### config.mk
export PLATFORM = sky130hd
export DESIGN_NAME = serial_adder
export DESIGN_NICKNAME = d
export VERILOG_FILES = /design/src/rtl/serial_adder.sv
export SDC_FILE = /design/constraint.sdc
export NUM_CORES = 1
export LEC_CHECK = 0
export ABC_AREA = 1
export CAP_MARGIN = 20
export CORE_MARGIN = 5
export CORE_UTILIZATION = 55
export DETAILED_ROUTE_END_ITERATION = 8
export PLACE_DENSITY = 0.84
export RECOVER_POWER = 25
export SLEW_MARGIN = 20
export SYNTH_ARGS = -nofsm -noshare
export SYNTH_HDL_FRONTEND = slang
export SYNTH_SLANG_ARGS = --single-unit
### constraint.sdc
create_clock -name CLK -period 3.1 [get_ports CLK]
set_clock_uncertainty 0.15 [all_clocks]
set_input_delay 0.62 -clock CLK [delete_from_list [all_inputs] [get_ports CLK]]
set_output_delay 0.62 -clock CLK [all_outputs]
set_load 0.1 [all_outputs]
### src/rtl/serial_adder.sv
// serial_adder: bit-serial LSB-first adder, one bit per clock, with IDLE/ADD/FIN control
module serial_adder #(
  parameter int WIDTH = 8
) (
  input  logic             CLK,
  input  logic             RESETN,
  input  logic             START,
  input  logic [WIDTH-1:0] A,
  input  logic [WIDTH-1:0] B,
  output logic             BUSY,
  output logic             DONE,
  output logic [WIDTH-1:0] SUM,
  output logic             COUT
);
  localparam int CW = $clog2(WIDTH);
  typedef enum logic [1:0] {IDLE, ADD, FIN} state_t;
  state_t           state;
  logic [WIDTH-1:0] ra, rb;
  logic             carry;
  logic [CW-1:0]    cnt;
  logic             hx, s, c_next, last;
  assign hx     = ra[0] ^ rb[0];
  assign s      = hx ^ carry;
  assign c_next = (ra[0] & rb[0]) | (carry & hx);
  assign last   = cnt == CW'(WIDTH - 1);
  always_ff @(posedge CLK or negedge RESETN) begin
    if (!RESETN) begin
      state <= IDLE;
      ra    <= '0;
      rb    <= '0;
      carry <= 1'b0;
      cnt   <= '0;
      SUM   <= '0;
      COUT  <= 1'b0;
      BUSY  <= 1'b0;
      DONE  <= 1'b0;
    end else begin
      case (state)
        IDLE: if (START) begin
          state <= ADD;
          ra    <= A;
          rb    <= B;
          carry <= 1'b0;
          cnt   <= '0;
          SUM   <= '0;
          COUT  <= 1'b0;
          BUSY  <= 1'b1;
        end
        ADD: begin
          SUM   <= {s, SUM[WIDTH-1:1]};
          ra    <= ra >> 1;
          rb    <= rb >> 1;
          carry <= c_next;
          // counter parks on the last bit so it never wraps inside an operation
          cnt   <= last ? cnt : cnt + 1'b1;
          if (last) begin
            state <= FIN;
            DONE  <= 1'b1;
            COUT  <= c_next;
          end
        end
        FIN: begin
          state <= IDLE;
          DONE  <= 1'b0;
          BUSY  <= 1'b0;
        end
        default: state <= IDLE;
      endcase
    end
  end
endmodule
==> run_results.csv <==
group,metric,value,unit
synthesis,netlist_area,1580,um2
drt,wl_per_cell,11.9,um
global_routing,pin_count_of_the_biggest_net_entering_global_routing,34,
clock_network,htree_num_levels,2,
timing,timing.slew.headroom,-13.5,%
critical_path,worst-r2r-setup-slack,1.01,ns
clock_network,cts_tree,"done",
clock_network,cts_made_buffers,5,
clock_network,clock_sinks,33,
min_path,holdPathStages,2,
critical_path,crit_family,"buffers and inverters",
critical_path,slowest_delay,1.22,ns
pwr,power-per-cell-area,1140,nW/um2
synthesis,synth.distinct_cells,15,
placed_design,dp_worst_setup_slack,1.03,ns
layout,drive_gt1_share,9.09,%
timing,slew_violations,34,
floorplan,core_area,2760,um2
drt,antenna_violating_nets_left,0,
layout,num_antenna_cells,0,
critical_path,rr_startpoint,"state[1]$_DFFE_PN0P_",
floorplan,pin_count,30,
critical_path,path_class,"primary input to asynchronous set/reset pin",
synthesis,yosys_warnings,0,
critical_path,crit_path_start,"RESETN",
placed_design,place.gp.congestion,0.755,
synthesis,postSynthCellCount,200,
drt,sum_of_routed_wire_length_over_all_layers,3110,um
placed_design,postPlaceCellArea,1840,um2
synthesis,yosysTopAreaCell,"sky130_fd_sc_hd__dfrtp_1",
timing,holdWs,0.328,ns
timing,hold_viol_final,0,
timing,period_share,74.6,%
critical_path,critPathSlowestCell,"sky130_fd_sc_hd__clkbuf_1",
drt,routed-via-count,1308,
drt,drt_iter0_markers,61,
pwr,share_clk_of_total_power,10.6,%
pwr,internal_dissipation,1040,uW
drt,avgViaCountPerCell,4.99,
placed_design,dp.cells,254,
timing,tns,0,ns
global_routing,grt_util_all_layers,16.8,%
critical_path,cp.arrival,2.30,ns
global_routing,number_of_antenna_violations_at_the_first_check_in_global_routing,0,
critical_path,worst_r2r_path_cells,4,
placed_design,port_buffers,29,
drt,drc,0,
outcome,violations,"max-capacitance violations, max-slew violations",
pwr,p_switching,1120,uW
pwr,power.share.sequential,34.3,%
synthesis,synth_top_area_share,52.4,%
synthesis,synth.net_count,222,
pwr,switching_part_of_the_total_power,51.8,%
flow_run,drv_cap,1,
layout,num-nets-final,252,
synthesis,yosys_reg_bits,33,
clock_network,post_cts_hold_buffer_count,0,
timing,worst_slew_pin_slew,1.70,ns
outcome,run_status,"finished, violations left",
floorplan,die_area,4030,um2
floorplan,fp.dieW,63.5,um
layout,non_filler_cells_final,262,
layout,area_delta_synth_final,19.7,%
drt,firstDrtPassIters,4,
timing,setup_violations,0,
clock_network,post_cts_resize_count,0,
critical_path,worstSetupEndpointType,"asynchronous set/reset pin",
timing,final.setup.worst_slack,0.787,ns
pwr,vdd.ir_drop.worst,1.03,mV
clock_network,root_buffer,"sky130_fd_sc_hd__clkbuf_4",
pwr,static_leakage,0.00104,uW
timing,rsz0062_at_grt,"no",
critical_path,critical_path_buf_inv_count,2,
layout,fillCellCount,234,
clock_network,cts_post_setup_buffers_inserted,0,
floorplan,initial_core_util,57.1,%
min_path,min_from,"SUM[0]$_DFFE_PN0P_",
critical_path,worstPathCellList,"clkdlybuf4s50_1 > clkbuf_1",
min_path,min-delay-path-class,"flip-flop to flip-flop",
synthesis,synthTopCellsByArea,"sky130_fd_sc_hd__dfrtp_1 52%, sky130_fd_sc_hd__nand2_1 17%, sky130_fd_sc_hd__nand3_1 11%",
clock_network,clkSlewWorstSetupHoldPaths,0.10,ns
placed_design,place_hpwl,2140,um
synthesis,post_synth.cell_area_avg,7.88,um2
critical_path,timing.critical_path.fanout_max,33,
global_routing,grt_first_pass_wirelength,5440,um
floorplan,std_cell_rows,19,
critical_path,timing.critical_path.required,3.09,ns
timing,fmaxAchievable,0.432,GHz
global_routing,grt_overflow_total,0,
clock_network,largest_buffer_count_on_any_clock_path,2,
floorplan,chipHeight,63.5,um
global_routing,first_global_vias,1216,
min_path,timing.hold.worst_endpoint,"SUM[0]$_DFFE_PN0P_",
critical_path,rr_endpoint,"ra[7]$_DFFE_PN0P_",
pwr,share_comb_of_total_power,55.0,%
layout,stdcell_area,1890,um2
timing,final_period_minus_worst_setup_slack,2.31,ns
synthesis,synth-seq-area-share,52.4,%
clock_network,clock_insertion_delay_worst_skew,0.33,ns
critical_path,critPathLaunchType,"primary input",
==> layout make-up <==
| class | count | area, um2 | share of cell area, % |
|---|---|---|---|
| Sequential cell | 33 | 826 | 43.8 |
| Multi-Input combinational cell | 125 | 571 | 30.3 |
| Timing Repair Buffer | 31 | 274 | 14.5 |
| Inverter | 34 | 128 | 6.77 |
| Clock buffer | 8 | 48.8 | 2.59 |
| Tap cell | 31 | 38.8 | 2.06 |
==> metal layers <==
| layer | part of all wire, % | vias up | track usage (%) |
|---|---|---|---|
| li1 | - | 674 | - |
| met1 | 45 | 590 | 22.8 |
| met2 | 46 | 37 | 24.7 |
| met3 | 7.5 | 7 | 5.86 |
| met4 | 1.5 | 0 | 6.23 |
| met5 | 0 | - | 0 |
==> per-stage QoR <==
step                      utilization (%)  power [uW]
after detailed placement             66.7        1940
after CTS                            68.5        2170
after global routing                 68.4        2330
final                                68.4        2150
after global placement               66.7        1900
after floorplan                         -        1690
==> registers in the layout (all words and copies together) (netlist names) <==
register and cells:
COUT 1, rb 8, carry 1, BUSY 1
ra 8, SUM 8, DONE 1, state 2
cnt 3
==> placed cells by master, fill, tap and decap left out <==
cell,n
sky130_fd_sc_hd__o21ai_0,6
sky130_fd_sc_hd__nand2_1,72
sky130_fd_sc_hd__dfrtp_1,33
sky130_fd_sc_hd__ha_1,2
sky130_fd_sc_hd__clkdlybuf4s50_1,18
sky130_fd_sc_hd__nor2_1,2
sky130_fd_sc_hd__o21ai_1,2
sky130_fd_sc_hd__clkbuf_4,5
sky130_fd_sc_hd__inv_1,32
sky130_fd_sc_hd__inv_2,2
sky130_fd_sc_hd__clkbuf_1,4
sky130_fd_sc_hd__nand4_1,4
sky130_fd_sc_hd__nand2_2,2
sky130_fd_sc_hd__fa_1,1
sky130_fd_sc_hd__buf_4,12
sky130_fd_sc_hd__nand3_1,34
==> worst reg2reg max path, stage by stage (launching register included) <==
cell and delay, ns:
sky130_fd_sc_hd__dfrtp_1 0.41, sky130_fd_sc_hd__inv_2 0.30, sky130_fd_sc_hd__nand2_1 0.52, sky130_fd_sc_hd__nand2_2 0.45
sky130_fd_sc_hd__o21ai_0 0.14
==> Yosys cell counts, drive strengths merged <==
library cell and instances:
nor2 2, dfrtp 33, ha 2, nand3 34, o21ai 8, inv 34
fa 1, nand2 74, nand4 4, buf 8
==> power by group through the flow <==
stage | Clock [uW] | Combinational, uW | Sequential [uW]
5_1_grt | 255 | 1310 | 768
6_report | 229 | 1180 | 739
4_1_cts | 232 | 1200 | 740
2_1_floorplan | 0 | 529 | 1160
3_5_place_dp | 0 | 1190 | 746
3_3_place_gp | 0 | 1160 | 741
==> worst max path at each step <==
stage,endpoint,slack (ns),cells past startpoint
3_3_place_gp,ra[5]$_DFFE_PN0P_,1.06,5
4_1_cts,ra[7]$_DFFE_PN0P_,1.01,4
3_5_place_dp,ra[7]$_DFFE_PN0P_,1.03,4
6_report,rb[1]$_DFFE_PN0P_,0.79,2
2_1_floorplan,SUM[1],1.42,0
5_1_grt,rb[5]$_DFFE_PN0P_,0.41,2
==> logic make-up (layout without fill, tap and decap cells) <==
kind of cell,Yosys count,after routing,synth area share [%]
and+or+nand+nor,114,114,30.8
adders and majority gates,3,3,2.86
DFF,33,33,52.4
AOI/OAI and AO/OA,8,8,2.54
buffers and inverters,42,73,11.4
(Power assumes the default switching activity.)
